### src/rtl/countdown8_if.sv
// Control/status bundle for the countdown8 timer: load/start/enable/rate/data in,
// count and status pulses out.
interface countdown8_if;
   logic       Load;
   logic       Start;
   logic       Enable;
   logic [1:0] Rate;
   logic [7:0] D;
   logic [7:0] Q;
   logic       Busy;
   logic       Tick;
   logic       Done;

   modport master (
      output Load, Start, Enable, Rate, D,
      input  Q, Busy, Tick, Done
   );

   modport slave (
      input  Load, Start, Enable, Rate, D,
      output Q, Busy, Tick, Done
   );
endinterface

### src/rtl/countdown8.sv
// 8-bit loadable down-counter with a rate-selectable prescaler; pulses Tick on
// every decrement and Done on expiry.
module countdown8 #(
   parameter int unsigned TICK_BASE = 1,
   parameter int unsigned DIV_W     = 8
) (
   input logic         Clock,
   input logic         Clear_b,
   countdown8_if.slave bus
);

   typedef enum logic {IDLE, RUN} state_t;

   state_t           state_q, state_d;
   logic [7:0]       q_q, q_d;
   logic [DIV_W-1:0] div_q, div_d;
   logic             tick_q, tick_d;
   logic             done_q, done_d;
   logic [DIV_W:0]   period;
   logic             tick_evt;

   // >= rather than == so a lowered Rate mid-count cannot strand div above P-1
   always_comb begin
      period   = (DIV_W+1)'(TICK_BASE) << bus.Rate;
      tick_evt = (state_q == RUN) && bus.Enable &&
                 ({1'b0, div_q} >= (period - (DIV_W+1)'(1)));
   end

   always_comb begin
      state_d = state_q;
      q_d     = q_q;
      div_d   = div_q;
      tick_d  = 1'b0;
      done_d  = 1'b0;
      if (bus.Load) begin
         q_d     = bus.D;
         div_d   = '0;
         state_d = IDLE;
      end else if (bus.Start && state_q == IDLE) begin
         if (q_q != 8'd0) begin
            state_d = RUN;
            div_d   = '0;
         end else begin
            done_d  = 1'b1;
         end
      end else if (tick_evt) begin
         div_d  = '0;
         q_d    = q_q - 8'd1;
         tick_d = 1'b1;
         if (q_q == 8'd1) begin
            state_d = IDLE;
            done_d  = 1'b1;
         end
      end else if (state_q == RUN && bus.Enable) begin
         div_d = div_q + DIV_W'(1);
      end
   end

   always_ff @(posedge Clock) begin
      if (!Clear_b) begin
         state_q <= IDLE;
         q_q     <= '0;
         div_q   <= '0;
         tick_q  <= 1'b0;
         done_q  <= 1'b0;
      end else begin
         state_q <= state_d;
         q_q     <= q_d;
         div_q   <= div_d;
         tick_q  <= tick_d;
         done_q  <= done_d;
      end
   end

   assign bus.Q    = q_q;
   assign bus.Busy = (state_q == RUN);
   assign bus.Tick = tick_q;
   assign bus.Done = done_q;

endmodule

### src/flat_wrapper.sv
// flat-port wrapper written by rule: the top's interface ports become plain ports
module countdown8_flat 
#(
   parameter int unsigned TICK_BASE = 1,
   parameter int unsigned DIV_W     = 8
)
  (Clock, Clear_b, bus_Load, bus_Start, bus_Enable, bus_Rate, bus_D, bus_Q, bus_Busy, bus_Tick, bus_Done);
  countdown8_if bus_i ();
  input logic Clock;
  input logic Clear_b;
  input wire logic [$bits(bus_i.Load)-1:0] bus_Load;
  input wire logic [$bits(bus_i.Start)-1:0] bus_Start;
  input wire logic [$bits(bus_i.Enable)-1:0] bus_Enable;
  input wire logic [$bits(bus_i.Rate)-1:0] bus_Rate;
  input wire logic [$bits(bus_i.D)-1:0] bus_D;
  output wire logic [$bits(bus_i.Q)-1:0] bus_Q;
  output wire logic [$bits(bus_i.Busy)-1:0] bus_Busy;
  output wire logic [$bits(bus_i.Tick)-1:0] bus_Tick;
  output wire logic [$bits(bus_i.Done)-1:0] bus_Done;
  assign bus_i.Load = bus_Load;
  assign bus_i.Start = bus_Start;
  assign bus_i.Enable = bus_Enable;
  assign bus_i.Rate = bus_Rate;
  assign bus_i.D = bus_D;
  assign bus_Q = bus_i.Q;
  assign bus_Busy = bus_i.Busy;
  assign bus_Tick = bus_i.Tick;
  assign bus_Done = bus_i.Done;
  countdown8 #(.TICK_BASE(TICK_BASE), .DIV_W(DIV_W)) u_core (.Clock(Clock), .Clear_b(Clear_b), .bus(bus_i));
endmodule
### config.mk
export PLATFORM = sky130hd
export DESIGN_NAME = countdown8_flat
export DESIGN_NICKNAME = d
export VERILOG_FILES = /design/src/rtl/countdown8_if.sv /design/src/rtl/countdown8.sv /design/src/flat_wrapper.sv
export SDC_FILE = /design/constraint.sdc
export NUM_CORES = 1
export LEC_CHECK = 0
export BUFFER_PORTS_ARGS = -buffer_cell sky130_fd_sc_hd__buf_2
export CORE_MARGIN = 3
export CORE_UTILIZATION = 55
export CTS_BUF_LIST = sky130_fd_sc_hd__clkbuf_4
export CTS_CLUSTER_DIAMETER = 80
export DETAILED_ROUTE_END_ITERATION = 10
export GPL_ROUTABILITY_DRIVEN = 1
export HOLD_SLACK_MARGIN = 0.02
export PLACE_DENSITY = 0.79
export SETUP_SLACK_MARGIN = 0.02
export SLEW_MARGIN = 20
export SYNTH_ARGS = -nofsm -noshare
export SYNTH_HDL_FRONTEND = slang
export SYNTH_SLANG_ARGS = --single-unit
### constraint.sdc
create_clock -name Clock -period 3.3 [get_ports Clock]
set_input_delay 0.33 -clock Clock [delete_from_list [all_inputs] [get_ports Clock]]
set_output_delay 0.33 -clock Clock [all_outputs]
set_load 0.01 [all_outputs]
### Word-level counts from Yosys, hierarchy flattened

Index checks and enable logic that the tools add are counted.

| storage, ports and cells | value |
|---|---|
| register bits after elaboration | 19 |
| bits of input ports | 15 |
| logic and storage cells | 44 |

| operators by class | value |
|---|---|
| add/subtract/negate cells | 3 |
| $lt $le $gt $ge | 1 |
| eq/ne operators | 3 |
| shift operators | 1 |
| multiplexer cells | 16 |
| bitwise logic cells | 2 |
| reductions and logical operators | 13 |

Operators by type and width:

| kind | count |
|---|---|
| $mux 8 | 7 |
| $ge 8x9->1 | 1 |
| $mux 1 | 9 |
| $shl 1x2->9 const A | 1 |
| $sub 9x1->9 const B | 1 |
| $add 8x1->8 const B | 1 |
| $eq 8x1->1 const B | 1 |
| $reduce_bool 8->1 | 1 |
| $sub 8x1->8 const B | 1 |
| $reduce_bool 2->1 | 3 |
| $ne 2x2->1 const B | 2 |
| $reduce_and 2->1 | 2 |
| $logic_and 1x1->1 | 3 |
| $reduce_and 3->1 | 1 |
| $reduce_bool 3->1 | 1 |
| $reduce_or 3->1 | 1 |
| $not 1->1 | 2 |
| $reduce_or 2->1 | 1 |

### Longest topological paths before layout

| depth | value |
|---|---|
| depth in word-level cells | 7 |
| gate-level depth with buffers | 8 |
| depth with buffers taken out | 7 |

### Worst setup path after synthesis

Ideal clock, no wire load.

| path | value |
|---|---|
| path kind | input to register |
| start | input bus_Rate[1] |
| end | register u_core.div_q[4] |
| library setup time | 66 ps |
| arrival | 2,184 ps |
| data required time | 3,234 ps |
| setup slack | 1,049 ps |
| stages on the path | 8 |
| cell sequence | or2_2 > ha_1 > and4b_1 > a21oi_2 > nor2_1 > or4_4 > buf_6 > a21oi_2 |

| on the way | value |
|---|---|
| longest elaborated chain between the ends | 6 |
| elaborated cells between the ends (all ways) | 8 |
| those cells by class | add/sub (1); order compare (1); shift (1); mux (2); reduce/logical (3) |

Ends and longest elaborated chain:

| what | line | source |
|---|---|---|
| from (decl) | flat_wrapper.sv:14 | `input wire logic [$bits(bus_i.Rate)-1:0] bus_Rate;` |
| $shl 1x2->9 * | countdown8.sv:24 | `period = (DIV_W+1)'(TICK_BASE) << bus.Rate;` |
| $sub 9x1->9 * | countdown8.sv:26 | `({1'b0, div_q} >= (period - (DIV_W+1)'(1)));` |
| $ge 8x9->1 * | countdown8.sv:26 |  |
| $logic_and 1x1->1 * | countdown8.sv:25 | `tick_evt = (state_q == RUN) && bus.Enable &&` |
| $reduce_bool 3->1 (no source line) / $mux 8 (equally long branches) | n/a |  |
| $reduce_and 2->1 (no source line) / $mux 8 (equally long branches) | n/a |  |
| to (signal assigned) | countdown8.sv:69 | `div_q <= div_d;` |
| to (decl) | countdown8.sv:16 | `logic [DIV_W-1:0] div_q, div_d;` |

Mark *: on every way between the ends. The rest lies on a longest branch, timed or not.
A chain may end at the register's enable or synchronous reset.

### Final worst setup path

| path | value |
|---|---|
| start | register u_core.div_q[0] |
| end | register u_core.div_q[5] |

| on the way | value |
|---|---|
| longest elaborated chain between the ends | 4 |
| elaborated cells between the ends (all ways) | 8 |
| those cells by class | add/sub (1); order compare (1); mux (3); reduce/logical (3) |

Ends and longest elaborated chain:

| what | line |
|---|---|
| $add 8x1->8 / $ge 8x9->1 (equally long branches) | countdown8.sv:55, countdown8.sv:26 |
| $mux 8 / $logic_and 1x1->1 (equally long branches) | countdown8.sv:54, countdown8.sv:25 |
| $mux 8 / $reduce_bool 3->1 (equally long branches) | n/a |
| $mux 8 / $reduce_and 2->1 (equally long branches) | n/a |

Several ways; a longest one is shown, not always the timed one. The select of a mux whose other input is x is not followed.

==> out/qor.yml <==
run_status:
  status: "finished clean"
die:
  die-area_mm2: 0.00284
  pin_count: 26
  start_util: 0.602
  core_mm2: 0.00204
  die_y_um: 53.3
  die_x_um: 53.3
  rows: 16
layout:
  fillers: 184
  nNetsFinal: 194
  drive_above_1_share: 0.259
  diodes: 0
  utilization: 0.682
  fin_cells: 197
  area_growth_pct: 13.2
sta:
  rsz0062_at_grt: "no"
  max_freq_mhz: 431
  slew_violations: 0
  fin_crit_sh: 0.703
  setup-violations-final: 0
  skew_ns: 0.00726
  slew_headroom: 0.595
  timing_hold_violations_final: 0
  tightest_slew_ns: 0.602
  fin_crit_ns: 2.32
  hold_ws_ns: 0.268
  fin_setup_tns_ns: 0
grt:
  first_global_vias: 1033
  grt_max_degree: 14
  track_usage: 0.209
  grt_antenna_before_repair: 0
  globalRoute.totalOverflow: 0
  grt_first_pass_wirelength_um: 4410
drt:
  wl_per_cell_um: 13.5
  viasPerCell: 5.87
  vias: 1157
  met1_length_um: 1200
  drt_pre_antenna_iters: 4
  drt-total-wl_um: 2660
  wl_met2_um: 1320
  top_layer_used: "met4"
  ant_nets: 0
  dr_wl_met3_um: 84
  drc: 0
  drtIter0Drc: 14
setup_path:
  cp_max_fo: 10
  crit_arrival_ns: 2.57
  critPathCaptureType: "register"
  worstPathRequired_ns: 3.55
  worstReg2RegEnd: "u_core.div_q[5]"
  reg2reg_depth: 7
  cp-start-kind: "register"
  r2r-start: "u_core.div_q[0]"
  r2r_slack_ns: 0.98
  crit_type: "reg2reg"
worst_hold_path:
  hp-start: "bus_D[1]"
  whs_path_depth: 3
  hp-class: "in2reg"
  min_to: "u_core.bus.Q[1]"
cts:
  cts_resized: 0
  cts_tree: "done"
  cts_made_buffers: 3
  cts_hold_buf: 0
  ctsLongestPathBuffers: 2
  clk_pin_slew_worst_paths_ns: 0.11
  clockRootBuffer: "clkbuf_4"
  htreeDepth: 1
  cts_setup_buffers: 0
  clk_latency_ns: 0.30
  cts_sinks: 19
synthesis:
  ys_seq_area_frac: 0.309
  synth_xor_area_frac: 0.0285
  netlist_instances: 146
  synth_edf_count: 0
  synthSimpleGateAreaFrac: 0.277
  synthAdderAreaFrac: 0.0814
  syn_area_per_cell_um2: 8.42
  synth_nets: 169
  synthArstFlopShare: 0
  ys_warn_count: 0
  synth_cell_type_count: 47
  ys.flop_type: "dfxtp_1"
  ys_ff_latch: 19
  muxShareOfSynthArea: 0
  syn_area_mm2: 0.00123
  synth_compound_area_frac: 0.261
  synth_top_family_by_area: "simple AND/OR/NAND/NOR gates"
power_and_ir_drop:
  ir_worst_vdd_mv: 0.247
  power_density_mw_per_mm2: 331
  power_leakage_nw: 0.554
placement:
  hpwl_um: 2070
  numPortBuffers: 25
  place_inst: 193
  place.gp.congestion: 0.811
flow_run:
  max_cap_violations: 0
==> layout make-up <==
cell class                 instances  area [um^2]  share of cell area
sequential                        19          380               0.273
tap                               27         33.8              0.0243
inverter                           6         22.5              0.0162
timing repair buffer              25          125              0.0898
multi-input combinational        116          801               0.575
clock buffer                       4         30.0              0.0216
==> stage by stage <==
stage / total power (W) / instance area, um^2 / worst slack, ns
after floorplan: 0.000311 / 1230 / 1.05
after global placement: 0.000336 / 1360 / 0.831
after CTS: 0.000467 / 1390 / 0.978
after detailed placement: 0.000339 / 1360 / 0.778
final: 0.000462 / 1390 / 0.980
after global routing: 0.000492 / 1390 / 0.787
==> power breakdown <==
group | internal (W) | switching (W)
Combinational | 0.0000346 | 0.0000498
Sequential | 0.000238 | 0.0000117
Clock | 0.0000553 | 0.0000723
Total | 0.000328 | 0.000134
==> worst max-delay path: stages (launching register included) <==
cell	delay, ns
dfxtp_1	0.41
inv_1	0.11
ha_1	0.29
and4b_1	0.18
a21oi_2	0.33
nor2_1	0.21
or4_4	0.60
nor2_2	0.14
==> routing by layer <==
layer	GRT usage	vias up
met1	0.256	532
met3	0.0254	5
met5	0	-
li1	-	599
met2	0.361	21
met4	0.0894	0
==> cells in the final DEF (no fill, tap or decap), types with 5 or more instances in the layout <==
cell	netlist	routed
nand2_1	10	10
dfxtp_1	19	19
nor3_1	5	5
buf_2	0	25
nor2_1	10	10
a21oi_1	5	5
o21ai_0	11	11
inv_1	6	6
ha_1	8	8
or3_1	5	5
==> cells in the mapped netlist (2+ instances only) <==
cell / number / area (um^2)
or3_1: 5 / 31.3
a21oi_2: 4 / 35.0
ha_1: 8 / 100
or2_2: 2 / 12.5
a21oi_1: 5 / 25.0
nor2_1: 10 / 37.5
o2111ai_1: 4 / 35.0
and2_1: 2 / 12.5
nand2_1: 10 / 37.5
clkbuf_1: 3 / 11.3
nand3_1: 3 / 15.0
o211ai_1: 2 / 15.0
inv_1: 6 / 22.5
o21ai_0: 11 / 55.1
o21a_1: 2 / 15.0
nand4_1: 2 / 12.5
nor4_1: 4 / 25.0
xor2_1: 3 / 26.3
a311oi_1: 2 / 17.5
nor3_1: 5 / 25.0
nor2_2: 4 / 25.0
dfxtp_1: 19 / 380
a211oi_1: 2 / 15.0
nand2b_1: 2 / 12.5
a2111oi_0: 4 / 35.0
==> sequential cells by signal, summed over array words and instances, names as in the netlist <==
name	cells
u_core.bus.Q	8
u_core.div_q	8
u_core.bus.Busy	1
u_core.bus.Done	1
u_core.bus.Tick	1
==> cells by family (layout without fill, tap and decap cells) <==
family / Yosys count / count (layout)
other: 1 / 1
buffers and inverters: 11 / 35
XOR/XNOR: 4 / 4
flip-flops: 19 / 19
AO/OA/AOI/OAI: 44 / 44
adder cells (fa/ha/maj): 8 / 8
AND/OR/NAND/NOR: 59 / 59
==> worst max path at each step <==
stage / start / end / slack (ns) / cells past startpoint
2_1_floorplan: bus_Rate[1] / u_core.div_q[4] / 1.05 / 8
3_3_place_gp: bus_Rate[1] / u_core.div_q[4] / 0.83 / 8
3_5_place_dp: bus_Rate[1] / u_core.div_q[5] / 0.78 / 8
4_1_cts: u_core.div_q[0] / u_core.div_q[5] / 0.98 / 7
5_1_grt: u_core.div_q[0] / u_core.div_q[3] / 0.79 / 7
6_report: u_core.div_q[0] / u_core.div_q[5] / 0.98 / 7
No activity file was read; power rests on OpenSTA's default activity.
